## config.mk

```make
export PLATFORM = sky130hd
export DESIGN_NAME = alu_share_arb
export DESIGN_NICKNAME = d
export VERILOG_FILES = /design/src/rtl/alu_share_arb.sv
export SDC_FILE = /design/constraint.sdc
export NUM_CORES = 1
export LEC_CHECK = 0
export BUFFER_PORTS_ARGS = -buffer_cell sky130_fd_sc_hd__buf_2
export CORE_MARGIN = 10
export CORE_UTILIZATION = 43
export CTS_BUF_LIST = sky130_fd_sc_hd__clkbuf_2 sky130_fd_sc_hd__clkbuf_4 sky130_fd_sc_hd__clkbuf_8
export DETAILED_ROUTE_END_ITERATION = 7
export GPL_ROUTABILITY_DRIVEN = 0
export PLACE_DENSITY_LB_ADDON = 0.15
export RECOVER_POWER = 100
export SETUP_SLACK_MARGIN = 0.02
export SLEW_MARGIN = 40
export SYNTH_ARGS = -nofsm -noshare
export SYNTH_HDL_FRONTEND = slang
export SYNTH_SLANG_ARGS = --single-unit
export TNS_END_PERCENT = 30
```

## constraint.sdc

```tcl
create_clock -name clk -period 5.2 [get_ports clk]
set_input_delay 0.26 -clock clk [delete_from_list [all_inputs] [get_ports clk]]
set_output_delay 0.26 -clock clk [all_outputs]
set_load 0.05 [all_outputs]
```

## src/rtl/alu_share_arb.sv

```systemverilog
// Two requesters share one registered integer ALU through a round-robin arbiter.
// Define ALU_SHARE_ARB_STATS_EN to add the saturating per-requester grant counters.
module alu_share_arb #(
  parameter int WIDTH = 32
) (
  input  logic                  clk,
  input  logic                  rst,
  input  logic [1:0]            req_valid,
  output logic [1:0]            req_ready,
  input  logic [1:0][9:0]       req_fun,
  input  logic [1:0][WIDTH-1:0] req_in1,
  input  logic [1:0][WIDTH-1:0] req_in2,
  output logic [1:0]            rsp_valid,
  input  logic [1:0]            rsp_ready,
  output logic [WIDTH-1:0]      rsp_data,
  output logic                  state_dbg
`ifdef ALU_SHARE_ARB_STATS_EN
  ,
  output logic [15:0]           gnt_cnt0,
  output logic [15:0]           gnt_cnt1
`endif
);

  // Handshake: a request transfers on req_valid[i] & req_ready[i]; a result
  // transfers on rsp_valid[i] & rsp_ready[i]. Valid never waits on ready.
  typedef enum logic {IDLE = 1'b0, HOLD = 1'b1} state_e;

  state_e           state;
  logic             owner;
  logic             last_gnt;
  logic             can_accept;
  logic             accept;
  logic             gnt_idx;
  logic [9:0]       op_fun;
  logic [2:0]       funct3;
  logic [6:0]       funct7;
  logic             alt;
  logic [WIDTH-1:0] op_a;
  logic [WIDTH-1:0] op_b;
  logic [4:0]       shamt;
  logic [WIDTH-1:0] alu_res;

  assign state_dbg = (state == HOLD);
  assign rsp_valid = (state == HOLD) ? (owner ? 2'b10 : 2'b01) : 2'b00;

  // The held result may be replaced in the same cycle its owner takes it.
  always_comb begin
    can_accept = !rst && ((state == IDLE) || rsp_ready[owner]);
    gnt_idx    = (req_valid == 2'b11) ? ~last_gnt : req_valid[1];
    accept     = can_accept && (req_valid != 2'b00);
    req_ready  = accept ? (gnt_idx ? 2'b10 : 2'b01) : 2'b00;
  end

  always_comb begin
    op_fun  = req_fun[gnt_idx];
    op_a    = req_in1[gnt_idx];
    op_b    = req_in2[gnt_idx];
    funct3  = op_fun[9:7];
    funct7  = op_fun[6:0];
    alt     = (funct7 == 7'h20);
    shamt   = op_b[4:0];
    alu_res = '0;
    if (funct7 == 7'h00 || (alt && (funct3 == 3'd0 || funct3 == 3'd5))) begin
      case (funct3)
        3'd0: alu_res = alt ? (op_a - op_b) : (op_a + op_b);
        3'd1: alu_res = op_a << shamt;
        3'd2: alu_res = {{(WIDTH-1){1'b0}}, ($signed(op_a) < $signed(op_b))};
        3'd3: alu_res = {{(WIDTH-1){1'b0}}, (op_a < op_b)};
        3'd4: alu_res = op_a ^ op_b;
        3'd5: alu_res = alt ? WIDTH'($signed(op_a) >>> shamt) : (op_a >> shamt);
        3'd6: alu_res = op_a | op_b;
        3'd7: alu_res = op_a & op_b;
        default: alu_res = '0;
      endcase
    end
  end

  always_ff @(posedge clk) begin
    if (rst) begin
      state    <= IDLE;
      owner    <= 1'b0;
      last_gnt <= 1'b1;
      rsp_data <= '0;
    end else if (accept) begin
      state    <= HOLD;
      owner    <= gnt_idx;
      last_gnt <= gnt_idx;
      rsp_data <= alu_res;
    end else if (state == HOLD && rsp_ready[owner]) begin
      state    <= IDLE;
    end
  end

`ifdef ALU_SHARE_ARB_STATS_EN
  always_ff @(posedge clk) begin
    if (rst) begin
      gnt_cnt0 <= '0;
      gnt_cnt1 <= '0;
    end else if (accept) begin
      if (!gnt_idx && gnt_cnt0 != 16'hFFFF) gnt_cnt0 <= gnt_cnt0 + 16'd1;
      if (gnt_idx && gnt_cnt1 != 16'hFFFF) gnt_cnt1 <= gnt_cnt1 + 16'd1;
    end
  end
`endif

endmodule

```

# Word-level counts from Yosys, hierarchy flattened
# Cells that the tools add are included.
# classes
add_sub_neg	2
order_cmp	4
eq_ne	9
shifts	3
muxes	19
bitwise	5
n_reduce_logical	12
# ops
cell	n
$pmux W32 S8	1
$mux W32	7
$lt A32 B32 Y1	2
$add A32 B32 Y32	1
$and A32 B32 Y32	1
$or A32 B32 Y32	1
$shl A32 B5 Y32	1
$shr A32 B5 Y32	1
$sshr A32 B5 Y32	1
$sub A32 B32 Y32	1
$xor A32 B32 Y32	1
$mux W10	2
$eq A3 B3 Y1 const B	4
$mux W2	4
$eq A7 B6 Y1 const B	1
$logic_not A7 Y1	1
$eq A3 B2 Y1 const B	2
$mux W1	5
$logic_and A1 B1 Y1	4
$lt A1 B2 Y1 const B	2
$reduce_bool A2 Y1	2
$eq A3 B1 Y1 const B	1
$logic_not A3 Y1	1
$logic_or A1 B1 Y1	3
3 further kinds	4
# totals
reg_bits	35
output_inout_bits	37
elab_cells	58

# Longest topological paths before layout
# depth
depth_word	9
ltp_mapped	22

# Worst setup path before layout
# No wires, ideal clock.
# synth_timing
kind	register -> register
start	reg last_gnt
end	reg rsp_data[30]
arrival_time_ps	4443
required_ps	5066
slack_ps	623
stages_incl_launch_ff	23
period_less_slack_ps	4577
cell_sequence	dfxtp_1 -> a21bo_4 -> buf_4 -> buf_4 -> buf_4 -> buf_2 -> buf_4 -> clkbuf_1 -> clkbuf_1 -> nand2_1 -> nand2_1 -> inv_1 -> fa_1 -> o21bai_1 -> a211oi_1 -> o21bai_1 -> a31o_2 -> a31oi_1 -> a31o_2 -> or3_1 -> o32ai_1 -> or3_1 -> nand3_1
# synth_between
elab_chain_cells	9
# synth_rtl
item	line	rtl
start: declaration	30	logic last_gnt;
start signal: assignment	87	last_gnt <= gnt_idx;
$not A1 Y1 *	49	gnt_idx = (req_valid == 2'b11) ? ~last_gnt : req_valid[1];
$mux W1 *	49	
branches (longest 6 deep; another with $add A32 B32 Y32)	n/a	
$mux W32 *	63	if (funct7 == 7'h00 || (alt && (funct3 == 3'd0 || funct3 == 3'd5))) begin
end signal: assignment	88	rsp_data <= alu_res;
end: declaration	15	output logic [WIDTH-1:0] rsp_data,
# Mark *: on every way between the ends. The select of a mux whose other input is x is not followed.
# A chain may end at the register's enable or synchronous reset.

# Worst setup path after layout
# layout_timing
start	reg last_gnt
end	reg rsp_data[6]
# The elaborated chain is that of the path after synthesis.

==> results.json <==
{
  "status": "completed",
  "drc_errors": 0,
  "leakage_nw": 5.988,
  "post_cts_buffers": 0,
  "grt_pass1_wl_um": 85220,
  "max_clock_freq_mhz": 203.1,
  "min_period_over_period_pct": 94.70,
  "skew_ps": 15.48,
  "avgViaCountPerCell": 6.494,
  "synth_edf_count": 0,
  "r2r_start": "last_gnt$_SDFFE_PP1P_",
  "crit_fanout": 54,
  "synthesis.area_um2": 12070,
  "portBuffers": 190,
  "antenna_found_initial": 0,
  "placed_cell_area_um2": 13250,
  "worstPathArrival_ps": 5190,
  "yosysSeqAreaShare_pct": 5.807,
  "drt_iter0_markers": 2233,
  "cp_data_required_time_ps": 5470,
  "cts_resized": 0,
  "track_usage_pct": 29.99,
  "hold_viol": 0,
  "tns_ps": 0,
  "fin_area_um2": 13320,
  "final.min_clock_period_ps": 4925,
  "synthesis.nets": 2143,
  "clk_latency_ps": 320,
  "numCtsBuffers": 5,
  "synth_top_area_cell": "nand2_1",
  "critPathLaunchType": "register",
  "cts.sinks": 35,
  "num_rows": 61,
  "worst_pin_slew_ps": 982.4,
  "cts_buffer_depth": 2,
  "dieWidth_um": 187.5,
  "netlist_instances": 1891,
  "grt-ovfl-total": 0,
  "min_path_type": "in -> reg",
  "via_count": 15430,
  "ctsHoldBuffers": 0,
  "cap_violations": 0,
  "synthTopCellsByArea": "nand2_1 12%, ha_1 10%, mux2i_1 8.5%",
  "clkTransAtPathRegs_ps": 100,
  "rsz0062_at_grt": "no",
  "dieArea_um2": 35160,
  "async_flop_share_pct": 0,
  "powerDensity_nw_per_um2": 191.0,
  "worstHoldStart": "rsp_ready[1]",
  "startpoint": "last_gnt$_SDFFE_PP1P_",
  "synth.most_common_cell": "nand2_1",
  "p_total_mw": 2.544,
  "area_growth_pct": 10.41,
  "layout.nets": 2249,
  "yosysTopAreaCellShare_pct": 11.79,
  "slew-limit-headroom_pct": 33.81,
  "ys_ff_latch": 35,
  "routed_wl_um": 56370,
  "dp_hpwl_um": 43880,
  "synth_cell_types": 92,
  "detail-route-antenna-nets": 0,
  "ir_drop_mv": 0.1105,
  "dieHeight_um": 187.5,
  "dr.pass1.iters": 7,
  "start_util_pct": 43.55,
  "cts_tree": "built",
  "n_antenna_cell": 0,
  "fillCellCount": 3029,
  "grt_max_degree": 80,
  "slew_viol_final": 0,
  "setup_viol": 0,
  "path_class": "reg -> reg",
  "htree_levels": 2,
  "worst_setup_path_end_kind": "register",
  "synth-main-ff-cell": "dfxtp_1",
  "root_buffer": "clkbuf_8",
  "yosys-top-cells-count": "379 x nand2_1, 186 x a21oi_1, 130 x o21ai_0, 125 x nor2_1, 103 x mux2i_1",
  "core_um2": 27710,
  "io_pins": 191,
  "wl_per_cell_um": 23.72,
  "yosys_warnings": 0,
  "grt_pass1_vias": 14246,
  "drive_gt1_share_pct": 14.01,
  "syn_area_per_cell_um2": 6.381
}
[registers in the layout (all words and copies together) (netlist names)]
| name | count |
|---|---|
| rsp_data | 32 |
| last_gnt | 1 |
| owner | 1 |
| state_dbg | 1 |
[final timing paths]
kind         cells after the start  slack (ps)                   endpoint
max reg2reg                     13         280   rsp_data[6]$_SDFFE_PP0P_
min reg2reg                      2         440  rsp_data[18]$_SDFFE_PP0P_
max                             13         280   rsp_data[6]$_SDFFE_PP0P_
min                              4         250     state_dbg$_SDFFE_PP0P_
[critical path, stage by stage (launching register included)]
cell      delay (ps)
dfxtp_1          420
a21bo_4          630
mux2i_1          340
inv_4            140
buf_4            380
clkbuf_2         830
mux2i_1          260
mux2i_1          210
mux2i_1          430
mux2i_1          250
a211o_1          350
a221oi_1         260
clkbuf_1         200
a21o_1           100
[metrics by stage]
stage | hold WS, ps | setup slack, ps | util, % | cells
6_report | 252.7 | 275.4 | 48.09 | 2376
5_1_grt | 296.9 | 120.3 | 48.09 | 2376
4_1_cts | 268.4 | 717.1 | 48.26 | 2375
3_5_place_dp | 435.4 | 743.1 | 47.83 | 2367
3_3_place_gp | 429.6 | 880.7 | 47.81 | 2366
2_1_floorplan | 426.8 | 622.6 | - | 1891
[final cells by class]
| cell class | instances | area, um^2 | share of cell area [%] |
|---|---|---|---|
| inverters | 95 | 359.1 | 2.695 |
| clock inverters | 2 | 35.03 | 0.2630 |
| clock buffers | 6 | 82.58 | 0.6198 |
| well taps | 378 | 473.0 | 3.550 |
| multi-input cells | 1616 | 10310 | 77.36 |
| repair buffers | 244 | 1366 | 10.26 |
| flip-flops and latches | 35 | 700.7 | 5.259 |
[cell families after synthesis]
group                    after synthesis  synth area share [%]
XOR/XNOR                              27                 1.960
adder cells (fa/ha/maj)               98                 10.29
AO/OA/AOI/OAI                        642                 34.90
flip-flops                            35                 5.807
multiplexers                         131                 11.74
AND/OR/NAND/NOR                      718                 26.40
buffers and inverters                240                 8.907
[cell usage in the layout, fill, tap and decap left out, types with 36 or more instances in the layout]
master and n:
nand2_1 379, a21oi_1 186, buf_2 155, o21ai_0 131
nor2_1 125, mux2i_1 102, ha_1 96, inv_1 92
a211oi_1 55, nand3_1 51, a31oi_1 47, buf_4 45
clkbuf_1 36
[power breakdown]
part | internal [mW] | switching (mW)
combinational | 0.667 | 1.32
sequential | 0.270 | 0.00255
clock | 0.156 | 0.132
total | 1.09 | 1.45
[per-layer routing]
layer | global-route usage [%] | part of all wire (%) | wire [um] | vias to the layer above
li1 | - | - | - | 7045
met1 | 37.79 | 40 | 22370 | 7077
met2 | 45.04 | 41 | 23300 | 1093
met3 | 7.458 | 12 | 6561 | 215
met4 | 18.52 | 7.3 | 4134 | 0
met5 | 0 | 0 | 0 | -
Note: power is estimated with default switching activity, not from simulation.
